===== config.mk =====
export PLATFORM = sky130hd
export DESIGN_NAME = sprite_fetch_arbiter_flat
export DESIGN_NICKNAME = d
export VERILOG_FILES = /design/src/rtl/sprite_fetch_arbiter_pkg.sv /design/src/rtl/sprite_fetch_arbiter_if.sv /design/src/rtl/sprite_fetch_arbiter_rr_pick.sv /design/src/rtl/sprite_fetch_arbiter.sv /design/src/flat_wrapper.sv
export SDC_FILE = /design/constraint.sdc
export NUM_CORES = 1
export LEC_CHECK = 0
export ABC_AREA = 1
export CAP_MARGIN = 30
export CORE_UTILIZATION = 39
export DETAILED_ROUTE_END_ITERATION = 12
export GPL_ROUTABILITY_DRIVEN = 0
export HOLD_SLACK_MARGIN = 0.06
export PLACE_DENSITY = 0.71
export REMOVE_ABC_BUFFERS = 1
export SLEW_MARGIN = 20
export SYNTH_ARGS = -nofsm -noshare
export SYNTH_HDL_FRONTEND = slang
export SYNTH_HIERARCHICAL = 1
export SYNTH_SLANG_ARGS = --single-unit

===== constraint.sdc =====
create_clock -name Clk -period 2.2 [get_ports Clk]
set_input_delay 0.22 -clock Clk [delete_from_list [all_inputs] [get_ports Clk]]
set_output_delay 0.22 -clock Clk [all_outputs]
set_load 0.01 [all_outputs]

===== src/rtl/sprite_fetch_arbiter_pkg.sv =====
// Shared defaults and types for the sprite ROM fetch arbiter.
package sprite_pkg;

   localparam int          DEF_ADDR_W     = 13;
   localparam int          DEF_DATA_W     = 24;
   localparam int          DEF_LEN_W      = 6;
   localparam logic [23:0] DEF_CHROMA_KEY = 24'hFF00FF;

   typedef enum logic {IDLE, BURST} arb_state_t;

   typedef logic [DEF_ADDR_W-1:0] sprite_addr_t;

endpackage


===== src/rtl/sprite_fetch_arbiter_if.sv =====
// Requester, ROM and return-path signals of the sprite fetch arbiter.
interface sprite_fetch_arbiter_if #(
   parameter int NUM_REQ = 4,
   parameter int ADDR_W  = sprite_pkg::DEF_ADDR_W,
   parameter int DATA_W  = sprite_pkg::DEF_DATA_W,
   parameter int LEN_W   = sprite_pkg::DEF_LEN_W
);
   localparam int ID_W = $clog2(NUM_REQ);

   logic [NUM_REQ-1:0]        req;
   logic [NUM_REQ*ADDR_W-1:0] req_base;
   logic [NUM_REQ*LEN_W-1:0]  req_len;
   logic [NUM_REQ-1:0]        gnt;
   logic [NUM_REQ-1:0]        done;
   logic [ADDR_W-1:0]         rom_addr;
   logic [DATA_W-1:0]         rom_data;
   logic                      rd_valid;
   logic [DATA_W-1:0]         rd_data;
   logic [ID_W-1:0]           rd_id;
   logic                      rd_last;
   logic                      rd_transp;

   modport master (
      input  req, req_base, req_len, rom_data,
      output gnt, done, rom_addr, rd_valid, rd_data, rd_id, rd_last, rd_transp
   );

   modport slave (
      output req, req_base, req_len, rom_data,
      input  gnt, done, rom_addr, rd_valid, rd_data, rd_id, rd_last, rd_transp
   );
endinterface


===== src/rtl/sprite_fetch_arbiter_rr_pick.sv =====
// Combinational round-robin selector: first set request at or above ptr, with wrap.
module rr_pick #(
   parameter  int N     = 4,
   localparam int IDX_W = $clog2(N)
) (
   input  logic [N-1:0]     req,
   input  logic [IDX_W-1:0] ptr,
   output logic [N-1:0]     win,
   output logic [IDX_W-1:0] idx,
   output logic             any
);
   logic [IDX_W-1:0] cand;

   always_comb begin
      win  = '0;
      idx  = '0;
      any  = 1'b0;
      cand = '0;
      for (int i = 0; i < N; i++) begin
         cand = IDX_W'((int'(ptr) + i) % N);
         if (!any && req[cand]) begin
            any = 1'b1;
            idx = cand;
         end
      end
      if (any) win[idx] = 1'b1;
   end
endmodule


===== src/rtl/sprite_fetch_arbiter.sv =====
// Round-robin burst arbiter sharing one sprite ROM among the lane drawers.
// Optional chroma-key flag on returned pixels: define SPRITE_CHROMA_KEY_EN.
//
// state | meaning
// IDLE  | no issue this cycle; arbitrate pending requests
// BURST | one ROM address issued per cycle for the granted requester
module sprite_fetch_arbiter
   import sprite_pkg::*;
#(
   parameter int               NUM_REQ    = 4,
   parameter int               ADDR_W     = DEF_ADDR_W,
   parameter int               DATA_W     = DEF_DATA_W,
   parameter int               LEN_W      = DEF_LEN_W,
   parameter int               ROM_LAT    = 1,
   parameter logic [DATA_W-1:0] CHROMA_KEY = DATA_W'(DEF_CHROMA_KEY)
) (
   input  logic                   Clk,
   input  logic                   Reset_n,
   sprite_fetch_arbiter_if.master bus
);
   localparam int ID_W  = $clog2(NUM_REQ);
   localparam int CNT_W = LEN_W + 1;

   arb_state_t         state;
   logic [ID_W-1:0]    rr_ptr;
   logic [ID_W-1:0]    cur_id;
   logic [ADDR_W-1:0]  base_q;
   logic [CNT_W-1:0]   len_q;
   logic [CNT_W-1:0]   cnt;
   logic [NUM_REQ-1:0] gnt_q;
   logic [NUM_REQ-1:0] done_q;
   logic [ADDR_W-1:0]  addr_q;
   logic               iss_valid;
   logic               iss_last;

   logic [NUM_REQ-1:0] win;
   logic [ID_W-1:0]    win_idx;
   logic               win_any;
   logic [ADDR_W-1:0]  win_base;
   logic [LEN_W-1:0]   win_len_raw;
   logic [CNT_W-1:0]   win_len;
   logic [CNT_W-1:0]   nxt_cnt;
   logic               nxt_last;
   logic [ID_W-1:0]    nxt_ptr;

   rr_pick #(.N(NUM_REQ)) u_pick (
      .req (bus.req),
      .ptr (rr_ptr),
      .win (win),
      .idx (win_idx),
      .any (win_any)
   );

   always_comb begin
      win_base    = bus.req_base[win_idx*ADDR_W +: ADDR_W];
      win_len_raw = bus.req_len[win_idx*LEN_W +: LEN_W];
      win_len     = (win_len_raw == '0) ? CNT_W'(1 << LEN_W) : {1'b0, win_len_raw};
      nxt_cnt     = cnt + 1'b1;
      // A requester dropping req mid-burst makes the issue loaded at this edge the final one.
      nxt_last    = (nxt_cnt == len_q - 1'b1) || !bus.req[cur_id];
      nxt_ptr     = (cur_id == ID_W'(NUM_REQ - 1)) ? '0 : cur_id + 1'b1;
   end

   always_ff @(posedge Clk) begin
      if (!Reset_n) begin
         state     <= IDLE;
         rr_ptr    <= '0;
         cur_id    <= '0;
         base_q    <= '0;
         len_q     <= '0;
         cnt       <= '0;
         gnt_q     <= '0;
         done_q    <= '0;
         addr_q    <= '0;
         iss_valid <= 1'b0;
         iss_last  <= 1'b0;
      end else begin
         case (state)
            IDLE: begin
               if (win_any) begin
                  state     <= BURST;
                  cur_id    <= win_idx;
                  base_q    <= win_base;
                  len_q     <= win_len;
                  cnt       <= '0;
                  gnt_q     <= win;
                  addr_q    <= win_base;
                  iss_valid <= 1'b1;
                  iss_last  <= (win_len == CNT_W'(1));
                  done_q    <= (win_len == CNT_W'(1)) ? win : '0;
               end else begin
                  gnt_q     <= '0;
                  done_q    <= '0;
                  iss_valid <= 1'b0;
                  iss_last  <= 1'b0;
               end
            end
            BURST: begin
               if (iss_last) begin
                  state     <= IDLE;
                  gnt_q     <= '0;
                  done_q    <= '0;
                  iss_valid <= 1'b0;
                  iss_last  <= 1'b0;
                  rr_ptr    <= nxt_ptr;
               end else begin
                  cnt      <= nxt_cnt;
                  addr_q   <= base_q + ADDR_W'(nxt_cnt);
                  iss_last <= nxt_last;
                  done_q   <= nxt_last ? gnt_q : '0;
               end
            end
            default: state <= IDLE;
         endcase
      end
   end

   // Return-path tags follow each issue through the ROM latency.
   logic [ROM_LAT-1:0] pv;
   logic [ROM_LAT-1:0] pl;
   logic [ID_W-1:0]    pid [ROM_LAT];

   always_ff @(posedge Clk) begin
      if (!Reset_n) begin
         pv <= '0;
         pl <= '0;
         for (int s = 0; s < ROM_LAT; s++) pid[s] <= '0;
      end else begin
         pv[0]  <= iss_valid;
         pl[0]  <= iss_valid & iss_last;
         pid[0] <= cur_id;
         for (int s = 1; s < ROM_LAT; s++) begin
            pv[s]  <= pv[s-1];
            pl[s]  <= pl[s-1];
            pid[s] <= pid[s-1];
         end
      end
   end

   assign bus.gnt      = gnt_q;
   assign bus.done     = done_q;
   assign bus.rom_addr = addr_q;
   assign bus.rd_valid = pv[ROM_LAT-1];
   assign bus.rd_last  = pl[ROM_LAT-1];
   assign bus.rd_id    = pid[ROM_LAT-1];
   assign bus.rd_data  = bus.rom_data;

`ifdef SPRITE_CHROMA_KEY_EN
   assign bus.rd_transp = bus.rd_valid && (bus.rom_data == CHROMA_KEY);
`else
   assign bus.rd_transp = 1'b0;
`endif

endmodule

===== src/flat_wrapper.sv =====
// flat-port wrapper written by rule: the top's interface ports become plain ports
module sprite_fetch_arbiter_flat import sprite_pkg::*;
#(
   parameter int               NUM_REQ    = 4,
   parameter int               ADDR_W     = DEF_ADDR_W,
   parameter int               DATA_W     = DEF_DATA_W,
   parameter int               LEN_W      = DEF_LEN_W,
   parameter int               ROM_LAT    = 1,
   parameter logic [DATA_W-1:0] CHROMA_KEY = DATA_W'(DEF_CHROMA_KEY)
)
  (Clk, Reset_n, bus_req, bus_req_base, bus_req_len, bus_rom_data, bus_gnt, bus_done, bus_rom_addr, bus_rd_valid, bus_rd_data, bus_rd_id, bus_rd_last, bus_rd_transp);
  sprite_fetch_arbiter_if #(.NUM_REQ(NUM_REQ), .ADDR_W(ADDR_W), .DATA_W(DATA_W), .LEN_W(LEN_W)) bus_i ();
  input  logic Clk;
  input  logic Reset_n;
  input wire logic [$bits(bus_i.req)-1:0] bus_req;
  input wire logic [$bits(bus_i.req_base)-1:0] bus_req_base;
  input wire logic [$bits(bus_i.req_len)-1:0] bus_req_len;
  input wire logic [$bits(bus_i.rom_data)-1:0] bus_rom_data;
  output wire logic [$bits(bus_i.gnt)-1:0] bus_gnt;
  output wire logic [$bits(bus_i.done)-1:0] bus_done;
  output wire logic [$bits(bus_i.rom_addr)-1:0] bus_rom_addr;
  output wire logic [$bits(bus_i.rd_valid)-1:0] bus_rd_valid;
  output wire logic [$bits(bus_i.rd_data)-1:0] bus_rd_data;
  output wire logic [$bits(bus_i.rd_id)-1:0] bus_rd_id;
  output wire logic [$bits(bus_i.rd_last)-1:0] bus_rd_last;
  output wire logic [$bits(bus_i.rd_transp)-1:0] bus_rd_transp;
  assign bus_i.req = bus_req;
  assign bus_i.req_base = bus_req_base;
  assign bus_i.req_len = bus_req_len;
  assign bus_i.rom_data = bus_rom_data;
  assign bus_gnt = bus_i.gnt;
  assign bus_done = bus_i.done;
  assign bus_rom_addr = bus_i.rom_addr;
  assign bus_rd_valid = bus_i.rd_valid;
  assign bus_rd_data = bus_i.rd_data;
  assign bus_rd_id = bus_i.rd_id;
  assign bus_rd_last = bus_i.rd_last;
  assign bus_rd_transp = bus_i.rd_transp;
  sprite_fetch_arbiter #(.NUM_REQ(NUM_REQ), .ADDR_W(ADDR_W), .DATA_W(DATA_W), .LEN_W(LEN_W), .ROM_LAT(ROM_LAT), .CHROMA_KEY(CHROMA_KEY)) u_core (.Clk(Clk), .Reset_n(Reset_n), .bus(bus_i));
endmodule

======== Word level (Yosys, flattened, before mapping) ========
Memories as Yosys holds them, arrays and structs flattened.
Index checks and enable logic that the tools add are counted.
word-level totals
  output and inout port bits .............. 50
  register bits ........................... 57
  bits in latches ......................... 0
  input bits .............................. 106
  word-level logic and storage cells ...... 102
  ROM bits ................................ 0
  RAM bits ................................ 2
  memories kept ........................... 1
memories
  memory      depth  bits a word  rd ports  clocked after Yosys merged registers in  wr ports  RTL line                     source
  u_core.pid  1      2            1         0                                        1         sprite_fetch_arbiter.sv:121  logic [ID_W-1:0] pid [ROM_LAT];
cells by class
  equal/unequal tests ..................... 6
  add/sub/neg operators ................... 7
  div/mod/pow operators ................... 0
  multiply operators ...................... 2
  bitwise logic cells ..................... 2
  reduce and logical (&&, ||, !) cells .... 14
  order comparisons ....................... 7
  shift-type cells ........................ 2
  muxes and demuxes ....................... 48
operator list
  operator             number
  $shiftx 52x7->13     1
  $mux 13              2
  $pmux 13 s2          1
  $mux 4               6
  $shiftx 24x6->6      1
  $mux 7               3
  $lt 2x3->1 const B   6
  $mux 1               18
  $pmux 4 s2           2
  $pmux 7 s2           1
  $add 13x7->13        1
  $mux 2               6
  $bmux 1 s2           5
  $add 7x1->7 const B  1
  $eq 7x1->1 const B   1
  $eq 7x7->1           1
  $sub 7x1->7 const B  1
  $logic_not 6->1      1
  $mul 2x4->6 const B  1
  $ne 2x2->1 const B   3
  $pmux 1 s2           3
  $reduce_and 2->1     3
  $add 2x1->2 const B  2
  $add 2x2->2 const B  2
  10 further kinds     16

======== Longest topological paths before layout ========
Gate-level depths: netlist (run 1).
  depth in word-level cells ............... 20
  mapped depth ............................ 20
  depth with buffers taken out ............ 19

======== Cells and area by module ========
Netlist (run 1), hierarchy kept.
by module, submodules not included
  module                instances  seq. area each (um^2)  cells each  area each (um^2)
  sprite_fetch_arbiter  1          1181.1                 594         3882.5
  rr_pick               1          0.0                    67          331.6

======== Worst setup path before layout (run 1) ========
No wires, ideal clock.
  kind .................................... flip-flop to flip-flop
  start point ............................. register u_core.cnt[1]
  end point ............................... register u_core.addr_q[9] (netlist: u_core/bus.rom_addr[9])
  required time ........................... 2081 ps
  period minus slack after synthesis ...... 2158 ps
  path slack .............................. 42 ps
  stages on the path, launching flop included .. 14
  library setup time ...................... 119 ps
  arrival time ............................ 2039 ps
  path buffers ............................ 0
  cell sequence ........................... dfxtp_1 -> ha_1 -> inv_1 -> o21bai_1 -> nand2_1 -> inv_1 -> ha_1 -> a21oi_1 -> nor2_1 -> nor2_1 -> a21oi_1 -> or2_2 -> nand3_1 -> a21oi_1
on the way
  word-level cells in the longest chain between the ends .. 4
RTL lines
  element                 RTL line                     source
  start, declared         sprite_fetch_arbiter.sv:29   logic [CNT_W-1:0] cnt;
  start signal, assigned  sprite_fetch_arbiter.sv:107  cnt <= nxt_cnt;
  $add 7x1->7             sprite_fetch_arbiter.sv:58   nxt_cnt = cnt + 1'b1;
  $add 13x7->13           sprite_fetch_arbiter.sv:108  addr_q <= base_q + ADDR_W'(nxt_cnt);
  $mux 13                 sprite_fetch_arbiter.sv:99   if (iss_last) begin
  $pmux 13 s2             sprite_fetch_arbiter.sv:78   case (state)
  end signal, assigned    sprite_fetch_arbiter.sv:87   addr_q <= win_base;
  end signal, assigned    sprite_fetch_arbiter.sv:108
  end, declared           sprite_fetch_arbiter.sv:32   logic [ADDR_W-1:0] addr_q;
No other way between the ends. The select of a mux whose other input is x is not followed.
A chain may end at the register's enable or synchronous reset.

======== Worst setup path after layout (run 1) ========
  start point ............................. input bus_req[1]
  end point ............................... register u_core.addr_q[12] (netlist: u_core/bus.rom_addr[12])
on the way
  word-level cells in the longest chain between the ends .. 16
  elaborated cells on any way between the ends .. 28
  classes of those cells .................. mul (1); eq/ne (1); shift (1); mux (18); reduce/logical (7)
RTL lines
  element                       RTL line                            source
  start, declared               flat_wrapper.sv:15                  input wire logic [$bits(bus_i.req)-1:0] bus_req;
  $bmux 1 s2                    sprite_fetch_arbiter_rr_pick.sv:21  if (!any && req[cand]) begin
  $mux 1 (implied by the code)  sprite_fetch_arbiter_rr_pick.sv:21
  $mux 1                        sprite_fetch_arbiter_rr_pick.sv:21
  $logic_not 1->1               sprite_fetch_arbiter_rr_pick.sv:21
  $logic_and 1x1->1             sprite_fetch_arbiter_rr_pick.sv:21
  $mux 1                        sprite_fetch_arbiter_rr_pick.sv:21
  $logic_not 1->1               sprite_fetch_arbiter_rr_pick.sv:21
  $logic_and 1x1->1             sprite_fetch_arbiter_rr_pick.sv:21
  $mux 1                        sprite_fetch_arbiter_rr_pick.sv:21
  $logic_not 1->1               sprite_fetch_arbiter_rr_pick.sv:21
  $logic_and 1x1->1             sprite_fetch_arbiter_rr_pick.sv:21
  $mux 2 *                      sprite_fetch_arbiter_rr_pick.sv:21
  net u_core.win_idx[0]         sprite_fetch_arbiter.sv:37          logic [ID_W-1:0] win_idx;
  $mul 2x4->6 *                 sprite_fetch_arbiter.sv:55          win_base = bus.req_base[win_idx*ADDR_W +: ADDR_W];
  $shiftx 52x7->13 *            sprite_fetch_arbiter.sv:55
  $mux 13 *                     sprite_fetch_arbiter.sv:80          if (win_any) begin
  $pmux 13 s2 *                 sprite_fetch_arbiter.sv:78
The timed path passes the listed nets; every way through them passes the cells marked *. The select of a mux whose other input is x is not followed.

==> results of run 1 <==
## worst min path at each step
stage,start,end,cells after the start
6_report,bus_rom_data[18],bus_rd_data[18],0
5_1_grt,bus_rom_data[0],bus_rd_data[0],0
4_1_cts,bus_rom_data[18],bus_rd_data[18],0
3_5_place_dp,bus_rom_data[18],bus_rd_data[18],0
3_3_place_gp,bus_rom_data[18],bus_rd_data[18],0
2_1_floorplan,Reset_n,u_core/pid[0][0],2
## area by class of cell
| cell class | instances | area [um^2] | share of cell area (%) |
|---|---|---|---|
| flip-flops and latches | 59 | 1200 | 18.7 |
| clock buffers | 9 | 124 | 1.93 |
| repair buffers | 178 | 1770 | 27.7 |
| clock inverters | 7 | 116 | 1.81 |
| inverters | 58 | 248 | 3.86 |
| well taps | 136 | 170 | 2.65 |
| multi-input cells | 487 | 2790 | 43.4 |
## flip-flops by register name (all words and copies together) (netlist names)
signal,flops
u_core/base_q,13
u_core/bus.rom_addr,13
u_core/cnt,7
u_core/len_q,7
u_core/bus.done,4
u_core/bus.gnt,4
u_core/cur_id,2
u_core/pid,2
u_core/rr_ptr,2
u_core/bus.rd_last,1
u_core/bus.rd_valid,1
u_core/iss_last,1
u_core/iss_valid,1
u_core/state,1
## cells by family (layout without fill, tap and decap cells)
family / count (synthesis) / after routing / share of synthesized area (%)
adder cells (fa/ha/maj): 12 / 12 / 3.74
AO/OA/AOI/OAI: 144 / 144 / 19.2
other: 1 / 1 / 0.0890
AND/OR/NAND/NOR: 322 / 322 / 33.3
XOR/XNOR: 8 / 8 / 1.66
buffers and inverters: 115 / 252 / 14.0
flip-flops: 59 / 59 / 28.0
## layer usage
layer / vias to the layer above / wire, um
met1: 2304 / 5870
li1: 2412 / -
met2: 193 / 6960
met5: - / 0
met4: 0 / 207
met3: 21 / 976
## cell usage in the layout, fill, tap and decap left out, drive strengths merged, types with 2 or more instances in the layout
cell type / n
clkbuf: 10
ha: 11
nand2: 231
xnor2: 2
clkdlybuf4s50: 105
o21bai: 3
nand3b: 2
nand3: 43
or2: 2
a21o: 2
buf: 71
o211ai: 2
dfxtp: 59
o21ai: 50
a32o: 11
a21oi: 69
xor2: 6
nand4: 11
a31oi: 4
clkinv: 6
nor2: 32
bufinv: 3
inv: 55
## stage by stage
step                utilization [%]  setup TNS, ps  hold slack, ps  total power [mW]  instances
CTS                            56.8           -188             440              4.50        920
global route                   61.6          -4450             440              5.11        934
finish                         61.6          -1320             440              4.82        934
global placement               52.8          -4920             440              3.12        896
floorplan                         -         -23030             318              2.33        604
detailed placement             52.8          -8730             440              3.16        896
## critical path, delay by kind of cell
kind	cells	cell delay (ps)
AO/OA/AOI/OAI	4	720
buffers and inverters	6	1090
AND/OR/NAND/NOR	7	540
## where the power goes
part / internal (mW) / total [mW] / switching (mW)
clock network: 0.750 / 1.21 / 0.461
registers: 1.22 / 1.36 / 0.140
logic: 1.10 / 2.25 / 1.15
total: 3.07 / 4.82 / 1.75
## repair_timing
| item | 4_1_cts | 5_1_grt |
|---|---|---|
| setup endpoints to repair | 23 | 38 |
| gates resized for setup | 33 | 113 |
| gates cloned | 1 | 1 |
| pin swaps | 15 | 38 |
| buffers inserted | 7 | 15 |
==> flow_metrics.tcl, run 1 <==
set metrics [dict create \
    ys_top_cells_by_count "nand2_1 (213), a21oi_1 (69), dfxtp_1 (59)" \
    clock_latency_ps 340 \
    cp.arrival_ps 2590 \
    n_fill_cell 893 \
    nNetsFinal 911 \
    wl_um 14000 \
    detail_route.wl_per_cell_um 15.0 \
    r2r_end "u_core/bus.rom_addr[12]" \
    cts_tree "yes" \
    hp-class "in2out" \
    drtAntennaViolNets 0 \
    yosys_register_bits 59 \
    path_clk_slew_ps 70 \
    fin_ws_ps -114 \
    grt_use_met2_pct 43.2 \
    syn_area_um2 4210 \
    crit_end "u_core/bus.rom_addr[12]" \
    rsz0062_at_grt "yes" \
    synth-edff-count 0 \
    first_iter_violations 208 \
    crit_fanout 8 \
    chipWidth_um 106 \
    synth_most_common_cell "nand2_1" \
    syn2layout_area_growth_pct 52.3 \
    cap_viol_max_count 0 \
    timing.final.crit_period_ps 2310 \
    ff2ff_setup_slack_ps -90 \
    fmaxAchievable_mhz 432 \
    placed_area_um2 5500 \
    h-tree-depth 3 \
    start_util_pct 40.5 \
    grt_pass1_wl_um 21400 \
    post-place-ws_ps -410 \
    coreArea_um2 10400 \
    slowest_delay_ps 510 \
    vdd_drop_max_mv 0.404 \
    period_share_pct 105 \
    use_met1_pct 27.4 \
    status "finished with violations" \
    busiest_layer "met2" \
    reg2regPathDepth 16 \
    crit_path_frequent_cell "nand2_2" \
    violations "negative setup slack" \
    clockBufferDepth 2 \
    drt_pass1_iterations 4 \
    async_flop_share_pct 0 \
    globalRouteTotalUtil_pct 23.8 \
    worst_setup_path_end_kind "flip-flop" \
    yosys-top-cells-area "dfxtp_1 (28%), nand2_1 (19%), a21oi_1 (8.2%)" \
    setup_viol 19 \
    yosysTopAreaCell "dfxtp_1" \
    drive_gt1_share_pct 26.9 \
    port_buffers 106 \
    drc 0 \
    grt_max_degree 25 \
    finalHoldViolCount 0 \
    cts_sinks 59 \
    power_density_nw_per_um2 752 \
    synth_area_per_cell_um2 6.38 \
    postCtsHoldBufs 0 \
    dieArea_um2 11200 \
    fp-row-count 37 \
    maxSlewViolCount 0 \
    post_drt_via_cell_ratio 5.28 \
    crit_start "bus_req[1]" \
    total_leakage_power_nw 2.90 \
    synthCells 661 \
    use_met3_pct 6.01 \
    critical_path_class "in2reg" \
    dieHeight_um 106 \
    vias 4930 \
    start_kind "input port" \
    rr_startpoint "u_core/rr_ptr[0]" \
    cts_buffers 9 \
    grt-ovfl-total 0 \
    grt_pass1_vias 4741 \
    clockRootBuffer "clkbuf_8" \
    yosysWarnings 6 \
    yosysTopAreaCellShare_pct 28.0 \
    critPathSlowestCell "clkdlybuf4s50_1" \
    cp_cell_sequence "clkdlybuf4s50_1 -> inv_1 -> nand2_1 -> nand2_2 -> o21ai_1 -> nand3_2 -> nand2_2 -> nand2_2 -> inv_4 -> buf_12 -> buf_12 -> buf_16 -> nand2_4 -> a32o_2 -> o21ai_1 -> a21oi_1 -> nor2_1" \
    ys_seq_area_share_pct 28.0 \
    fin_skew_ps 12.1 \
    dpl.hpwl_um 9620 \
    crit_required_ps 2480 \
    final_area_um2 6420 \
    synthFlopType "dfxtp_1" \
    ys_types 39 \
    pin_count 156 \
    diodes 0 \
    antenna_found_initial 0 \
]
(Power assumes the default switching activity.)
==> run 2: changes to the inputs <==
--- a/config.mk
+++ b/config.mk
@@ -7,11 +7,14 @@
 export LEC_CHECK = 0
 export ABC_AREA = 1
 export CAP_MARGIN = 30
-export CORE_UTILIZATION = 39
+export CELL_PAD_IN_SITES_DETAIL_PLACEMENT = 0
+export CELL_PAD_IN_SITES_GLOBAL_PLACEMENT = 2
+export CORE_MARGIN = 2
+export CORE_UTILIZATION = 21
 export DETAILED_ROUTE_END_ITERATION = 12
 export GPL_ROUTABILITY_DRIVEN = 0
 export HOLD_SLACK_MARGIN = 0.06
-export PLACE_DENSITY = 0.71
+export PLACE_DENSITY = 0.74
 export REMOVE_ABC_BUFFERS = 1
 export SLEW_MARGIN = 20
 export SYNTH_ARGS = -nofsm -noshare
==> run 2 against run 1 <==
The run still ends with negative setup slack left; sequential share of layout area down 0.38 points; clock-buffer cell count up 4; wire length up 7.2%; clock power up 12%; power up 0.26%; critical endpoint is now u_core/bus.done[3]; largest power group unchanged.
==> flow_metrics.tcl, run 2 (synthesis gave the netlist of run 1 again) <==
set metrics [dict create \
    finalHoldViolCount 0 \
    diodes 0 \
    path_depth 15 \
    worst_setup_path_end_kind "flip-flop" \
    power_density_nw_per_um2 741 \
    grt_pass1_wl_um 23400 \
    clockRootBuffer "clkbuf_16" \
    port_buffers 106 \
    fin_skew_ps 10.8 \
    vias 4635 \
    rsz0062_at_grt "yes" \
    dieArea_um2 21200 \
    crit_required_ps 2470 \
    first_iter_violations 189 \
    violations "negative setup slack" \
    hp-class "in2out" \
    h-tree-depth 3 \
    fin_ws_ps -65.1 \
    clockBufferDepth 2 \
    maxSlewViolCount 0 \
    drt_pass1_iterations 5 \
    cap_viol_max_count 0 \
    status "finished with violations" \
    total_leakage_power_nw 2.94 \
    cts_buffers 9 \
    critPathTopFamily "simple AND/OR/NAND/NOR gates" \
    nNetsFinal 919 \
    crit_start "u_core/rr_ptr[0]" \
    final_cell_mix "nand2_1 (192), clkdlybuf4s50_1 (104), buf_4 (66)" \
    critPathSlowestCell "dfxtp_4" \
    drive_gt1_share_pct 24.2 \
    timing.final.crit_period_ps 2270 \
    grt_pass1_vias 4389 \
    slowest_delay_ps 360 \
    period_share_pct 103 \
    postCtsHoldBufs 0 \
    crit_path_frequent_cell "nand2_2" \
    vdd_drop_max_mv 0.360 \
    chipWidth_um 146 \
    clock_latency_ps 340 \
    min_path_cells 0 \
    wl_um 15000 \
    fin_tns_setup_ps -406 \
    dieHeight_um 146 \
    final_common_cell "nand2_1" \
    reg2regPathDepth 15 \
    fp-row-count 51 \
    dr_wl_met2_um 6710 \
    drtAntennaViolNets 0 \
    min-delay-start "bus_rom_data[10]" \
    critical_path_class "reg2reg" \
    globalRouteTotalUtil_pct 13.8 \
    dpl.hpwl_um 11200 \
    antenna_found_initial 0 \
    cp_cell_sequence "buf_6 -> nand2_2 -> nand2_2 -> nand2_2 -> nand2_2 -> nor2_4 -> buf_6 -> nand4_1 -> nand2_2 -> clkinv_4 -> nand3_1 -> nand3_4 -> nor3_4 -> nand4_1 -> a21oi_2" \
    start_kind "flip-flop" \
    pin_count 156 \
    post_drt_via_cell_ratio 4.33 \
    detail_route.wl_per_cell_um 14.0 \
    grt-ovfl-total 0 \
    cts_tree "yes" \
    setup_viol 12 \
    drc 0 \
    cp.arrival_ps 2540 \
    coreArea_um2 19600 \
    grt_max_degree 27 \
    holdWs_ps 440 \
    top_layer "met4" \
    wl_met1_um 7170 \
    wl_met3_um 1030 \
    syn2layout_area_growth_pct 54.8 \
    rr_startpoint "u_core/rr_ptr[0]" \
    cts_sinks 59 \
    path_clk_slew_ps 60 \
    crit_buf_inv 3 \
    start_util_pct 21.5 \
    crit_fanout 8 \
    fmaxAchievable_mhz 441 \
]
==> run 2: report_power, final <==
part	switching, mW	internal, mW
combinational	1.11	1.01
sequential	0.133	1.22
clock	0.516	0.845
total	1.76	3.08
==> run 2: worst paths after layout <==
path	endpoint	slack, ps
min	bus_rd_data[10]	440
max reg2reg	u_core/bus.done[3]	-70
max	u_core/bus.done[3]	-70
min reg2reg	u_core/bus.gnt[2]	490
==> run 2: routing by layer <==
layer,vias up,GRT usage (%)
li1,2430,-
met1,2063,18.6
met2,136,21.5
met3,6,4.61
met4,0,3.24
met5,-,0
==> run 2: layout make-up <==
type,count,area (um^2)
fillers,2160,13100
multi-input cells,487,2720
repair buffers,186,1770
flip-flops and latches,59,1190
well taps,265,332
clock buffers,13,270
inverters,58,233
clock inverters,2,10.0
==> run 2: timing repair <==
item,CTS,global route
hold endpoints to repair,0,0
gates cloned,0,1
buffers inserted,3,7
setup endpoints to repair,31,22
gates resized for setup,44,65
pin swaps,21,28
==> run 2: stage by stage <==
stage	util [%]	area (um^2)	total power [mW]	cells	worst slack, ps
4_1_cts	31.8	6220	4.71	1062	-21.4
3_5_place_dp	29.5	5780	3.24	1044	-544
5_1_grt	33.3	6520	5.19	1070	-246
3_3_place_gp	29.5	5780	3.24	1044	-510
6_report	33.3	6520	4.84	1070	-65.1
2_1_floorplan	-	3840	2.33	604	-935
==> run 3: changes to the inputs <==
--- a/config.mk
+++ b/config.mk
@@ -9,7 +9,6 @@
 export CAP_MARGIN = 30
 export CELL_PAD_IN_SITES_DETAIL_PLACEMENT = 0
 export CELL_PAD_IN_SITES_GLOBAL_PLACEMENT = 2
-export CORE_MARGIN = 2
 export CORE_UTILIZATION = 21
 export DETAILED_ROUTE_END_ITERATION = 12
 export GPL_ROUTABILITY_DRIVEN = 0
==> run 3 against run 2 <==
Utilization up 1.7 points; the run still ends with negative setup slack left; critical endpoint unchanged; clock-buffer cell count shrank 4; setup slack lost 79 ps; wire length rose by 2.7%; largest power group unchanged; critical path depth rose by 3; global-route usage is 0.83 points higher; clock power is 7% higher.
==> flow_metrics.tcl, run 3 (synthesis gave the netlist of run 1 again) <==
set metrics [dict create \
    total_leakage_power_nw 3.06 \
    fin_skew_ps 8.77 \
    worst_setup_path_end_kind "flip-flop" \
    wl_um 15400 \
    drtAntennaViolNets 0 \
    seq_area_um2 1200 \
    vias 4677 \
    antenna_found_initial 0 \
    dp.cells 1045 \
    grt_pass1_wl_um 22700 \
    cp.arrival_ps 2620 \
    dieArea_um2 20600 \
    pin_count 156 \
    globalRouteTotalUtil_pct 14.7 \
    hp-class "in2out" \
    fin_ws_ps -144 \
    detail_route.wl_per_cell_um 14.3 \
    clockBufferDepth 2 \
    cts_sinks 59 \
    dpl.hpwl_um 11000 \
    syn2layout_area_growth_pct 62.7 \
    drc 0 \
    status "finished with violations" \
    grt-ovfl-total 0 \
    cts_tree "yes" \
    power_density_nw_per_um2 752 \
    layoutNonFillerInstCount 1079 \
    setup_viol 19 \
    drt_pass1_iterations 4 \
    start_util_pct 21.5 \
    final_cell_mix "nand2_1 (187), clkdlybuf4s50_1 (105), buf_4 (66)" \
    h-tree-depth 3 \
    timing.final.crit_period_ps 2340 \
    crit_required_ps 2470 \
    violations "negative setup slack" \
    port_buffers 106 \
    nNetsFinal 927 \
    n_fill_cell 2127 \
    post-place-ws_ps -484 \
    fin_tns_setup_ps -1390 \
    coreArea_um2 19600 \
    drive_gt1_share_pct 28.4 \
    cap_viol_max_count 0 \
    rsz0062_at_grt "yes" \
    maxSlewViolCount 0 \
    final_util_pct 35.0 \
    clockRootBuffer "clkbuf_16" \
    fmaxAchievable_mhz 427 \
    vdd_drop_max_mv 0.264 \
    first_iter_violations 154 \
    multi_input_area_um2 2830 \
    chipWidth_um 144 \
    grt_pass1_vias 4258 \
    grt_max_degree 40 \
    finalHoldViolCount 0 \
    fp-row-count 51 \
    final_common_cell "nand2_1" \
    dieHeight_um 144 \
    diodes 0 \
    path_clk_slew_ps 60 \
    post_drt_via_cell_ratio 4.33 \
    period_share_pct 107 \
    critical_path_class "reg2reg" \
    start_kind "flip-flop" \
    clock_latency_ps 340 \
    cts_buffers 9 \
    crit_fanout 6 \
]
run 3: path summary, 6_finish.rpt:
path / from / to / slack (ps) / cells past startpoint
hold reg to reg: u_core/bus.gnt[2] / u_core/bus.gnt[2] / 490 / 2
setup / recovery: u_core/rr_ptr[0] / u_core/bus.done[3] / -140 / 18
hold / removal: bus_rom_data[10] / bus_rd_data[10] / 440 / 0
setup reg to reg: u_core/rr_ptr[0] / u_core/bus.done[3] / -140 / 18
run 3: metrics by stage:
stage	power [mW]	hold slack, ps	area [um^2]
2_1_floorplan	2.33	318	3840
3_3_place_gp	3.26	440	5800
3_5_place_dp	3.25	440	5800
4_1_cts	4.86	440	6280
5_1_grt	5.52	440	6860
6_report	5.15	440	6860
run 3: repair_timing:
item | CTS | global route
gates cloned | 1 | 4
setup endpoints to repair | 27 | 32
hold buffers | 0 | 0
resized for setup | 43 | 103
buffers inserted | 3 | 10
pin swaps | 15 | 51
run 3: where the power goes:
| part | switching [mW] | internal [mW] | leakage, nW |
|---|---|---|---|
| Sequential | 0.134 | 1.22 | 0.491 |
| Combinational | 1.18 | 1.17 | 2.42 |
| Clock | 0.567 | 0.884 | 0.146 |
run 3: area by class of cell:
type | count | share of cell area (%)
clock inverters | 7 | 1.13
well taps | 265 | 4.84
multi-input cells | 487 | 41.2
inverters | 58 | 3.47
clock buffers | 9 | 3.29
flip-flops and latches | 59 | 17.5
repair buffers | 194 | 28.6
run 3: per-layer routing:
metal / part of all wire (%) / up-vias / track usage (%)
li1: - / 2447 / -
met1: 48 / 2096 / 19.1
met2: 46 / 123 / 23.3
met3: 6.0 / 11 / 4.57
met4: 0.84 / 0 / 3.86
met5: 0 / - / 0
run 3: critical path, stage by stage, from the launching register on:
cell	delay, ps
dfxtp_4	370
buf_6	140
nand2_2	90
nand3_2	120
nand2_4	110
nor2_1	60
nor2_2	70
nand2_1	60
nand2_2	90
clkinv_4	110
clkbuf_16	180
nand2_4	50
nand3_2	60
nand2_2	90
nand3_2	80
nor3_4	230
buf_6	130
nand4_1	90
a21oi_2	140
